`src/rtl/load_store_unit.sv`:
```
// Load/store unit between the memory stage and a word-addressed data memory without byte enables.
// Define LSU_SUBWORD_STORE_EN to enable SB/SH via read-modify-write; otherwise they are rejected.
module load_store_unit #(
    parameter int DEPTH_WORDS = 256
) (
    input  logic        clk,
    input  logic        rst_n,
    input  logic        req_valid,
    output logic        req_ready,
    input  logic        req_we,
    input  logic [2:0]  req_funct3,
    input  logic [31:0] req_addr,
    input  logic [31:0] req_wdata,
    output logic        resp_valid,
    output logic        resp_err,
    output logic [31:0] resp_rdata,
    output logic [31:0] mem_address,
    output logic [31:0] mem_write_data,
    output logic        mem_write_enable,
    output logic        mem_read_enable,
    input  logic [31:0] mem_read_data
);
    localparam logic [31:0] ADDR_LIMIT = 32'(4 * DEPTH_WORDS);

    typedef enum logic [2:0] {IDLE, RD, MERGE, WR, RESP} state_t;

    state_t      state_q;
    logic        we_q;
    logic [2:0]  funct3_q;
    logic [31:0] addr_q;
    logic [31:0] wdata_q;
    logic        resp_valid_q;
    logic        resp_err_q;
    logic [31:0] resp_rdata_q;

    logic        req_bad;
    logic [7:0]  rd_byte;
    logic [15:0] rd_half;
    logic [31:0] load_ext;

    always_comb begin
        req_bad = 1'b0;
        if (req_funct3 == 3'b011 || req_funct3 == 3'b110 || req_funct3 == 3'b111)
            req_bad = 1'b1;
        if (req_we && (req_funct3 == 3'b100 || req_funct3 == 3'b101))
            req_bad = 1'b1;
`ifdef LSU_SUBWORD_STORE_EN
`else
        if (req_we && req_funct3[2:1] == 2'b00)
            req_bad = 1'b1;
`endif
        // funct3[1:0] == 01 covers both H and HU
        if (req_funct3[1:0] == 2'b01 && req_addr[0])
            req_bad = 1'b1;
        if (req_funct3 == 3'b010 && req_addr[1:0] != 2'b00)
            req_bad = 1'b1;
        if (req_addr >= ADDR_LIMIT)
            req_bad = 1'b1;
    end

    assign rd_byte = mem_read_data[{addr_q[1:0], 3'b000} +: 8];
    assign rd_half = mem_read_data[{addr_q[1], 4'b0000} +: 16];

    always_comb begin
        case (funct3_q)
            3'b000:  load_ext = {{24{rd_byte[7]}}, rd_byte};
            3'b100:  load_ext = {24'h0, rd_byte};
            3'b001:  load_ext = {{16{rd_half[15]}}, rd_half};
            3'b101:  load_ext = {16'h0, rd_half};
            default: load_ext = mem_read_data;
        endcase
    end

`ifdef LSU_SUBWORD_STORE_EN
    logic [31:0] merged;
    always_comb begin
        merged = mem_read_data;
        if (funct3_q[0])
            merged[{addr_q[1], 4'b0000} +: 16] = wdata_q[15:0];
        else
            merged[{addr_q[1:0], 3'b000} +: 8] = wdata_q[7:0];
    end
`endif

    always_ff @(posedge clk or negedge rst_n) begin
        if (!rst_n) begin
            state_q      <= IDLE;
            we_q         <= 1'b0;
            funct3_q     <= 3'b000;
            addr_q       <= 32'h0;
            wdata_q      <= 32'h0;
            resp_valid_q <= 1'b0;
            resp_err_q   <= 1'b0;
            resp_rdata_q <= 32'h0;
        end else begin
            case (state_q)
                IDLE: begin
                    resp_valid_q <= 1'b0;
                    if (req_valid) begin
                        we_q     <= req_we;
                        funct3_q <= req_funct3;
                        addr_q   <= req_addr;
                        wdata_q  <= req_wdata;
                        if (req_bad) begin
                            state_q      <= RESP;
                            resp_valid_q <= 1'b1;
                            resp_err_q   <= 1'b1;
                            resp_rdata_q <= 32'h0;
                        end else if (req_we && req_funct3 == 3'b010) begin
                            state_q <= WR;
                        end else begin
                            state_q <= RD;
                        end
                    end
                end
                RD: state_q <= MERGE;
                MERGE: begin
                    state_q      <= RESP;
                    resp_valid_q <= 1'b1;
                    resp_err_q   <= 1'b0;
                    resp_rdata_q <= we_q ? 32'h0 : load_ext;
                end
                WR: begin
                    state_q      <= RESP;
                    resp_valid_q <= 1'b1;
                    resp_err_q   <= 1'b0;
                    resp_rdata_q <= 32'h0;
                end
                RESP: begin
                    state_q      <= IDLE;
                    resp_valid_q <= 1'b0;
                    resp_err_q   <= 1'b0;
                    resp_rdata_q <= 32'h0;
                end
                default: state_q <= IDLE;
            endcase
        end
    end

    // Strobes are pure state decodes so an asynchronous reset kills them immediately.
    always_comb begin
        mem_write_enable = (state_q == WR);
        mem_write_data   = (state_q == WR) ? wdata_q : 32'h0;
`ifdef LSU_SUBWORD_STORE_EN
        if (state_q == MERGE && we_q) begin
            mem_write_enable = 1'b1;
            mem_write_data   = merged;
        end
`endif
    end

    assign req_ready       = (state_q == IDLE);
    assign mem_read_enable = (state_q == RD);
    assign mem_address     = (state_q == IDLE) ? 32'h0 : {2'b00, addr_q[31:2]};
    assign resp_valid      = resp_valid_q;
    assign resp_err        = resp_err_q;
    assign resp_rdata      = resp_rdata_q;

endmodule

```
`config.mk`:
```
export PLATFORM = sky130hd
export DESIGN_NAME = load_store_unit
export DESIGN_NICKNAME = d
export VERILOG_FILES = /design/src/rtl/load_store_unit.sv
export SDC_FILE = /design/constraint.sdc
export NUM_CORES = 1
export LEC_CHECK = 0
export ABC_CLOCK_PERIOD_IN_PS = 2300
export CAP_MARGIN = 40
export CORE_UTILIZATION = 44
export CTS_CLUSTER_SIZE = 40
export DETAILED_ROUTE_END_ITERATION = 10
export PLACE_DENSITY_LB_ADDON = 0.15
export SLEW_MARGIN = 20
export SYNTH_ARGS = -nofsm -noshare
export SYNTH_HDL_FRONTEND = slang
export SYNTH_SLANG_ARGS = --single-unit
```
`constraint.sdc`:
```
create_clock -name clk -period 2.3 [get_ports clk]
set_input_delay 0.46 -clock clk [delete_from_list [all_inputs] [get_ports clk]]
set_output_delay 0.46 -clock clk [all_outputs]
set_load 0.05 [all_outputs]
```
# Word level (Yosys, flattened, before mapping)
# Index checks and enable logic that the tools add are counted.
[word_totals] ramBits=0 word_cells=71 output_inout_bits=101 inputBits=103 romBits=0 reg_bits=105 n_memories=0 latchBits=0
[op_classes] n_shift=2 n_mux=23 bitwise_logic=0 addsub=0 multipliers=0 eq_ne=16 magnitude_cmp=1 div_mod_pow=0 n_reduce_logical=21
[op_table] operator="$mux 32" n=4
[op_table] operator="$pmux 32 s4" n=1
[op_table] operator="$pmux 32 s3" n=1
[op_table] operator="$ge 32x11->1 const B" n=1
[op_table] operator="$shiftx 32x6->16" n=1
[op_table] operator="$shiftx 32x6->8" n=1
[op_table] operator="$mux 30" n=1
[op_table] operator="$eq 3x3->1 const B" n=7
[op_table] operator="$eq 3x2->1 const B" n=4
[op_table] operator="$mux 1" n=10
[op_table] operator="$pmux 3 s3" n=1
[op_table] operator="$eq 3x1->1 const B" n=2
[op_table] operator="$logic_not 3->1" n=2
[op_table] operator="$mux 3" n=2
[op_table] operator="$reduce_and 3->1" n=2
[op_table] operator="$reduce_bool 3->1" n=2
[op_table] operator="$logic_and 1x1->1" n=5
[op_table] operator="$reduce_bool 2->1" n=2
[op_table] operator="$reduce_or 2->1" n=2
[op_table] operator="$logic_or 1x1->1" n=3
[op_table] operator="$pmux 1 s3" n=1
[op_table] operator="$reduce_or 3->1" n=1
[op_table] operator="$eq 2x1->1 const B" n=1
[op_table] operator="$logic_not 2->1" n=1
[op_table] operator="5 further kinds" n=5

# Logic depth before layout (Yosys ltp)
# Gate-level depths: netlist (run 1).
[logic_depth] ltp_word=12 depth_mapped=7 ltp_nobuf=5

# Worst setup path after synthesis (run 1)
# No wires, ideal clock.
[synth_timing] path_type="flip-flop to output port" start="register state_q[2]" end="output port mem_write_data[22]" path_stages_with_launch=5 t_arrival_ns=2.092 path_buffers=1 setup_slack_ns=-0.252 path_cell_list="dfrtp_1 > or2b_2 > nor2_1 > clkbuf_1 > and2_1"
[synth_via] elab_chain_len=2
[synth_rtl] item="start: declaration" line_no="27" source="state_t state_q;"
[synth_rtl] item="start signal: assignment" line_no="87" source="state_q <= IDLE;"
[synth_rtl] item="start signal: assignment" line_no="105" source="state_q <= RESP;"
[synth_rtl] item="start signal: assignment" line_no="110" source="state_q <= WR;"
[synth_rtl] item="$eq 3x2->1"
[synth_rtl] item="net mem_write_enable" line_no="19" source="output logic mem_write_enable,"
[synth_rtl] item="$mux 32" line_no="143" source="mem_write_data = (state_q == WR) ? wdata_q : 32'h0;"
[synth_rtl] item="end: declaration" line_no="18" source="output logic [31:0] mem_write_data,"
# The timed path passes the listed nets, and every way through them passes these cells.

# Worst setup path after layout (run 1)
[layout_timing] start="input port req_addr[28]" end="register resp_rdata_q[15], in the netlist resp_rdata[15]"
[layout_via] elab_chain_len=4
[layout_rtl] item="start: declaration" line_no="12" source="input logic [31:0] req_addr,"
[layout_rtl] item="$ge 32x11->1" line_no="57" source="if (req_addr >= ADDR_LIMIT)"
[layout_rtl] item="$mux 1" line_no="57"
[layout_rtl] item="$ne 2x1->1 (no line)"
[layout_rtl] item="$reduce_and 3->1 (no line)"
[layout_rtl] item="end signal: assignment" line_no="121" source="resp_rdata_q <= we_q ? 32'h0 : load_ext;"
[layout_rtl] item="end: declaration" line_no="34" source="logic [31:0] resp_rdata_q;"
# No other way between the ends.
# A chain may end at the register's enable or synchronous reset.

==> results of run 1 <==
==> through the flow <==
| step | power (uW) | setup TNS, ns | cell area (um2) | setup WS, ns |
|---|---|---|---|---|
| after detailed placement | 3100 | -9.31 | 7600 | -0.313 |
| after CTS | 4600 | 0 | 7940 | 0.0419 |
| after global routing | 4800 | -0.182 | 8060 | -0.0295 |
| after floorplan | 2640 | 0 | 5040 | 0.0208 |
| after global placement | 3070 | -7.91 | 7600 | -0.246 |
| final | 4590 | 0 | 8060 | 0.0392 |
==> routing by layer <==
metal	share of wire, %	wire [um]	GRT usage (%)	vias to the layer above
met5	0	0	0	-
met1	40	5930	31.4	2282
met4	2.3	335	9.07	0
met2	49	7290	41.9	196
met3	8.6	1280	7.53	31
li1	-	-	-	2286
==> synth_stat cells, drive strengths merged <==
library cell / n
nand2: 222
dfrtp: 105
nor2b: 47
and2: 34
o2bb2ai: 24
clkbuf: 23
nor2: 20
o21ai: 12
buf: 11
inv: 11
a21o: 9
a221oi: 6
nor3: 6
nor4: 6
o221ai: 6
mux2: 3
a21oi: 2
a31oi: 2
a32o: 2
and3: 2
nand4: 2
o21bai: 2
a2111oi: 1
a221o: 1
a22o: 1
and4: 1
conb: 1
mux4: 1
nand2b: 1
nand3b: 1
nor4b: 1
o211ai: 1
o31ai: 1
or2: 1
or2b: 1
or3: 1
or4: 1
==> logic make-up after synthesis <==
group | count (synthesis)
compound gates | 70
other cells | 1
simple gates | 347
buf+inv | 45
flops | 105
mux | 4
==> flip-flops by register name, summed over array words and instances, names as in the netlist <==
name	flops
wdata_q	32
resp_valid	1
addr_q	32
we_q	1
resp_rdata	32
resp_err	1
state_q	3
funct3_q	3
==> what timing repair did <==
| action | CTS | global route |
|---|---|---|
| hold buffers | 0 | 0 |
| setup endpoints to repair | 32 | 49 |
| cloned | 1 | 3 |
| gates resized for setup | 3 | 11 |
| buffers inserted | 1 | 1 |
==> area by class of cell <==
type / instances / share of cell area, %
clock inverter: 5 / 0.481
multi-input combinational: 423 / 28.0
clock buffer: 11 / 3.14
tap: 140 / 2.17
inverter: 11 / 0.512
sequential: 105 / 32.6
timing repair buffer: 235 / 33.1
==> worst paths after layout <==
check / cells past startpoint / end / startpoint / slack, ns
hold reg to reg: 2 / wdata_q[8]$_DFFE_PN0P_ / wdata_q[8]$_DFFE_PN0P_ / 0.47
hold / removal: 2 / addr_q[17]$_DFFE_PN0P_ / rst_n / 0.17
setup / recovery: 8 / resp_rdata[15]$_DFFE_PN0P_ / req_addr[28] / 0.04
setup reg to reg: 6 / resp_rdata[11]$_DFFE_PN0P_ / addr_q[0]$_DFFE_PN0P_ / 0.35
max in group asynchronous: 2 / resp_rdata[0]$_DFFE_PN0P_ / rst_n / 1.69
min in group clk: 3 / addr_q[29]$_DFFE_PN0P_ / req_addr[29] / 0.39
==> power by group <==
part / switching, uW / total (uW) / internal [uW]
Sequential: 86.1 / 2090 / 2000
Clock: 691 / 1490 / 800
Combinational: 571 / 1010 / 437
==> impl_metrics.toml, run 1 <==
[routing]
drtIter0Drc = 301
drt_wl_total_um = 14800
drcViolationCount = 0
wl_per_cell_um = 16.0
vias = 4795
via_per_inst = 5.16
dr.pass1.iters = 4
ant_nets = 0

[placement]
place_inst = 908
routabilityCongestion = 0.855
dp_hpwl_um = 10400
portBuffers = 201

[timing]
rsz0062_at_grt = "true"
finalSetupViolations = 0
relSlewSlack_pct = 61.8
fin_skew_ns = 0.00690
finalHoldViolCount = 0
tightestPinTransition_ns = 0.573
min_period_ns = 2.26
max_freq_mhz = 442
period_share_pct = 98.3
maxSlewViolCount = 0
holdWs_ns = 0.173

[setup_path]
crit_fanout = 8
crit_type = "in2reg"
slowest_stage = "or4_4"
crit_family = "simple AND/OR/NAND/NOR gates"
crit_chain = "clkdlybuf4s50_1 > nor4_2 > nand4_1 > or4_4 > o31ai_4 > buf_12 > clkbuf_16 > o2bb2ai_1"
cp.arrival_ns = 2.53
cp_slowest_stage_delay_ns = 0.53
crit_buf_inv = 3
cp-start-kind = "input port"
end_kind = "flop"
cp.required_ns = 2.57

[layout]
final-seq-area_mm2 = 0.00263
stdcell_count = 930
fin_util_pct = 73.4
areaGrowthSynthToFinish_pct = 60.0
fin_nets = 888
fillers = 807
final_cell_mix = "nand2_1 (221), clkdlybuf4s50_1 (132), dfrtp_1 (105), buf_4 (56), nor2b_1 (47)"
diodes = 0
final_common_cell = "nand2_1"
drive_gt1_share_pct = 18.0
multiInputGateArea_mm2 = 0.00226

[cts]
htreeDepth = 3
clk_pin_slew_ns = 0.07
clockRootBuffer = "clkbuf_16"
cts_buffers = 9
clk-insertion-delay-late_ns = 0.34
cts_tree = "yes"
clockBufferDepth = 2
clkSinkCount = 105

[floorplanning]
die_area_mm2 = 0.0119
ios = 204
die_w_um = 109
die_h_um = 109
rows = 38
core_area_mm2 = 0.0110
start_util_pct = 45.9

[global_route]
grt_remaining_overflow = 0
grt_pass1_vias = 4703
grt_first_pass_wirelength_um = 23000
grt_usage_pct = 25.3
antenna_found_initial = 0
grt_max_degree = 106

[yosys]
ys_top_cells_by_area = "dfrtp_1 (52%), nand2_1 (17%), nor2b_1 (5.8%)"
synth.top_cell.area_share_pct = 52.2
yosys.area_share.simple_pct = 31.3
synth_top_family_by_area = "simple AND/OR/NAND/NOR gates"
synth_cells = 572
synth-xor-area-share_pct = 0
syn-cell-area_mm2 = 0.00504
synth.distinct_cells = 41
yosys.area_share.adder_pct = 0
synth-seq-cells = 105
synth_compound_area_share_pct = 11.2
avgSynthCellArea_um2 = 8.81
yosysWarnings = 0
seq_area_frac_synth_pct = 52.2
synth_top_cell_by_area = "dfrtp_1"
muxShareOfSynthArea_pct = 1.12

[run_status]
status = "completed"

[pwr]
power_density_mw_per_mm2 = 569
leakagePower_uw = 0.00383
vdd_drop_max_v = 0.000358

[worst_hold_path]
holdCritPathClass = "in2async"

[flow_run]
drv_cap = 0
(Power assumes the default switching activity.)
==> inputs of run 2 (changes only) <==
- CORE_MARGIN: not set -> 2
- MAX_ROUTING_LAYER: not set -> met4
==> run 2 against run 1 <==
Core utilization shrank 1.3 points. Cell count grew 0.32%. Via count grew 2.2%. Clock skew grew 0.0015 ns. Largest power group unchanged. Critical endpoint is now mem_write_data[18].
==> impl_metrics.toml, run 2 (synthesized netlist as in run 1, its figures left out) <==
[run_status]
status = "completed"

[cts]
cts_tree = "yes"
hold_buffers = 0
cts_buffers = 9
clk_pin_slew_ns = 0.07
clockBufferDepth = 2
clockRootBuffer = "clkbuf_16"
clkSinkCount = 105
clk-insertion-delay-late_ns = 0.35
htreeDepth = 3

[timing]
setup_ws_ns = 0.0543
maxSlewViolCount = 0
finalHoldViolCount = 0
rsz0062_at_grt = "true"
finalSetupViolations = 0
min_period_ns = 2.25
tightestPinTransition_ns = 0.569
period_share_pct = 97.6
relSlewSlack_pct = 61.9
fin_skew_ns = 0.00843
setup-tns-final_ns = 0
max_freq_mhz = 445

[pwr]
power_density_mw_per_mm2 = 578
cell_internal_pwr_uw = 3320
switching_share_pct = 29.3
vdd_drop_max_v = 0.000337
p_seq_share_pct = 44.7
leakagePower_uw = 0.00393
clkPwrFrac_pct = 33.9
switching_power_uw = 1370
power_uw = 4690
p_comb_share_pct = 21.4

[layout]
fin_nets = 888
areaGrowthSynthToFinish_pct = 61.2
fillers = 866
final_cell_area_mm2 = 0.00812
final_cell_mix = "nand2_1 (221), clkdlybuf4s50_1 (123), dfrtp_1 (105), buf_4 (52), nor2b_1 (47)"
stdcell_count = 933
diodes = 0
final-seq-area_mm2 = 0.00263
multiInputGateArea_mm2 = 0.00226
final_common_cell = "nand2_1"
drive_gt1_share_pct = 18.2

[floorplanning]
die_area_mm2 = 0.0123
core_area_mm2 = 0.0113
ios = 204
die_h_um = 111
die_w_um = 111
start_util_pct = 44.7
rows = 39

[worst_hold_path]
holdCritPathClass = "in2async"

[setup_path]
r2r_cells = 7
cp.required_ns = 1.84
crit_chain = "or2b_4 > nor2_4 > buf_6 > and2_1 > buf_12"
crit_type = "reg2out"
cp-start-kind = "flop"
slowest_stage = "dfrtp_1"
crit_fanout = 12
crit_family = "simple AND/OR/NAND/NOR gates"
cp_slowest_stage_delay_ns = 0.42
end_kind = "output port"
cp.arrival_ns = 1.79
crit_buf_inv = 2
reg2reg_from = "state_q[1]$_DFFE_PN0P_"
rrSetupSlack_ns = 0.24
r2r-end = "addr_q[21]$_DFFE_PN0P_"

[flow_run]
drv_cap = 0

[placement]
pre_cts_slack_ns = -0.391
place_inst = 910
post_dp_cell_area_mm2 = 0.00761
routabilityCongestion = 0.863
portBuffers = 201
dp_hpwl_um = 10900

[global_route]
grt_usage_pct = 25.2
grt_remaining_overflow = 0
grt_pass1_vias = 4961
grt_first_pass_wirelength_um = 24500
antenna_found_initial = 0
grt_max_degree = 41

[routing]
drtIter0Drc = 255
drt_wl_total_um = 15600
via_per_inst = 5.25
vias = 4900
drcViolationCount = 0
ant_nets = 0
dr.pass1.iters = 5
wl_per_cell_um = 16.8
-- run 2: cell type report --
type / instances / area share (%)
tap: 143 / 2.20
inverter: 11 / 0.508
clock inverter: 6 / 0.832
sequential: 105 / 32.4
multi-input combinational: 423 / 27.9
timing repair buffer: 235 / 33.3
clock buffer: 10 / 2.94
-- run 2: how the worst max path moves through the flow --
| stage | startpoint | to | slack, ns | cells past startpoint |
|---|---|---|---|---|
| finish | state_q[1]$_DFFE_PN0P_ | mem_write_data[18] | 0.05 | 5 |
| global route | req_addr[14] | resp_rdata[18]$_DFFE_PN0P_ | -0.02 | 8 |
| CTS | state_q[1]$_DFFE_PN0P_ | mem_write_data[22] | -0.006 | 5 |
| detailed placement | req_addr[29] | resp_rdata[5]$_DFFE_PN0P_ | -0.39 | 7 |
| global placement | req_addr[29] | resp_rdata[25]$_DFFE_PN0P_ | -0.33 | 7 |
| floorplan | state_q[2]$_DFFE_PN0P_ | mem_write_data[22] | 0.02 | 4 |
-- run 2: what timing repair did --
item	CTS	global route
cloned	1	3
buffers inserted	0	3
gates resized for setup	5	26
pin swaps	0	8
setup endpoints to repair	33	71
-- run 2: routing by layer --
metal / part of all wire [%] / track usage, % / routed length (um) / vias up
met2: 50 / 41.0 / 7800 / 207
li1: - / - / - / 2291
met4: 2.4 / 9.50 / 379 / 0
met3: 7.4 / 6.45 / 1160 / 28
met5: 0 / - / 0 / -
met1: 40 / 30.4 / 6310 / 2374
-- run 2: through the flow --
| step | hold WS (ns) | util (%) |
|---|---|---|
| final | 0.0617 | 72.1 |
| after global routing | 0.0918 | 72.1 |
| after CTS | 0.0778 | 70.4 |
| after detailed placement | 0.454 | 67.5 |
| after global placement | 0.432 | 67.5 |
| after floorplan | 0.164 | - |
-- run 2: power by group through the flow --
stage	Clock (uW)	Sequential [uW]	Combinational [uW]
floorplan	0	2110	530
global route	1690	2120	1090
finish	1590	2100	1000
global placement	0	2120	950
detailed placement	0	2130	972
CTS	1620	2100	977
==> variant: new RTL, flow settings as in run 2 <==
Make the reset (`rst_n`) synchronous in one clocked block. Comments in the files are not updated.
--- a/src/rtl/load_store_unit.sv
+++ b/src/rtl/load_store_unit.sv
@@ -82,7 +82,7 @@
     end
 `endif
 
-    always_ff @(posedge clk or negedge rst_n) begin
+    always_ff @(posedge clk) begin
         if (!rst_n) begin
             state_q      <= IDLE;
             we_q         <= 1'b0;
Check against the original RTL: differs if rst_n is asserted again (counterexample within 4 cycles, from zero or initial values and one cycle with rst_n low); with rst_n held inactive, the same outputs for 4 cycles.
==> variant against run 2 <==
Sequential cell count unchanged. Sequential share of layout area decreased by 5.9 points. Worst setup slack improved by 0.10 ns. Total power decreased by 22%. Area after synthesis decreased by 2.2%. Count of clock-buffer cells in the layout decreased by 1. Non-clock buffer count decreased by 13. Die area decreased by 2.1%. Fmax increased by 4.9%. Clock power decreased by 31%. Wire length decreased by 7.2%. Cell area decreased by 2.1%. Critical endpoint is now mem_write_data[3]. Largest power group unchanged.
==> variant: results (changes against run 2) <==
GRT
The largest net degree at the start of global routing came to 74 (was 41). The met1 routing resource usage after global routing is 0.294 (was 0.304). The wire length of the first global-routing pass is 22.4 mm (was 24.5 mm). The number of global-route vias before repair is 4657 (was 4961). The met3 track utilization from global routing came to 0.0539 (was 0.0645).

STA
The headroom to the max-slew limit came to 0.547 (was 0.619). The worst clock skew on the final layout is 0.0116 ns (was 0.00843 ns). The hold slack was 0.459 ns (was 0.0617 ns).

Routing
The number of violations reported at the end of detailed-routing iteration 0 came to 264 (was 255). The sum of met3 wire segment lengths after detailed routing came to 1.10 mm (was 1.16 mm). The average detailed-routed wire length per instance came to 15.4 um (was 16.8 um). The detail-routed via count per cell is 5.26 (was 5.25).

Setup path
The arrival time of the worst setup path is 1.68 ns (was 1.79 ns). The cell depth of the worst flop-to-flop path came to 6 (was 7). The standard cell with the maximum stage delay on the critical path is dfxtp_2 (was dfrtp_1). The reg-to-reg critical path endpoint is resp_rdata[18] (was addr_q[21]).

Power
The leakage power summed over all cells is 0.00298 uW (was 0.00393 uW). The peak supply drop is 0.306 mV (was 0.337 mV). The power drawn by the clock network is 1090 uW (was 1590 uW).

Clock tree
The post-cts repair resize count is 0 (was 5). The clock root buffer is clkbuf_8 (was clkbuf_16).

Outcome
Status: completed (unchanged).

Synth
The fraction of the yosys area taken by sequential cells was 0.427 (was 0.522). The mean instance size in the synthesized netlist is 8.03 sq um (was 8.81 sq um). Top cells by count, synth: 173 x nand2_1, 105 x dfxtp_1, 68 x a21boi_0 (was 222 x nand2_1, 105 x dfrtp_1, 47 x nor2b_1).

The post-synthesis compound-gate area fraction was 0.218 (was 0.112). Leading post-synthesis cells by cell area: dfxtp_1 43%, nand2_1 13%, a21boi_0 10% (was dfrtp_1 52%, nand2_1 17%, nor2b_1 5.8%). The fraction of synthesis flops using an asynchronous set or reset pin is 0 (was 1.00).

Finish
The count of placed standard cells in the final layout, fillers left out was 943 (was 933).

Placement
The cell area reported after detailed placement came to 7730 sq um (was 7610 sq um).
variant: worst max-delay path, delay by kind of cell, from the launching register on:
kind | cells | cell delay, ns
AND/OR/NAND/NOR | 2 | 0.43
flip-flops | 1 | 0.43
buffers and inverters | 2 | 0.45
variant: layout make-up:
cell class	count	area, sq um
Fill cell	836	2940
Tap cell	140	175
Multi-Input combinational cell	457	2610
Timing Repair Buffer	222	2870
Clock buffer	9	124
Inverter	3	11.3
Sequential cell	105	2100
Clock inverter	7	62.6
variant: worst max-delay path by stage:
stage | startpoint | end | slack [ns] | cells after the start
after global placement | req_addr[10] | resp_rdata[6] | -0.05 | 7
after global routing | state_q[2] | mem_address[22] | 0.04 | 4
final | state_q[1] | mem_write_data[3] | 0.16 | 4
after CTS | state_q[1] | mem_write_data[3] | 0.05 | 4
after detailed placement | mem_read_data[7] | resp_rdata[18] | -0.19 | 6
after floorplan | state_q[2] | mem_address[21] | 0.01 | 4
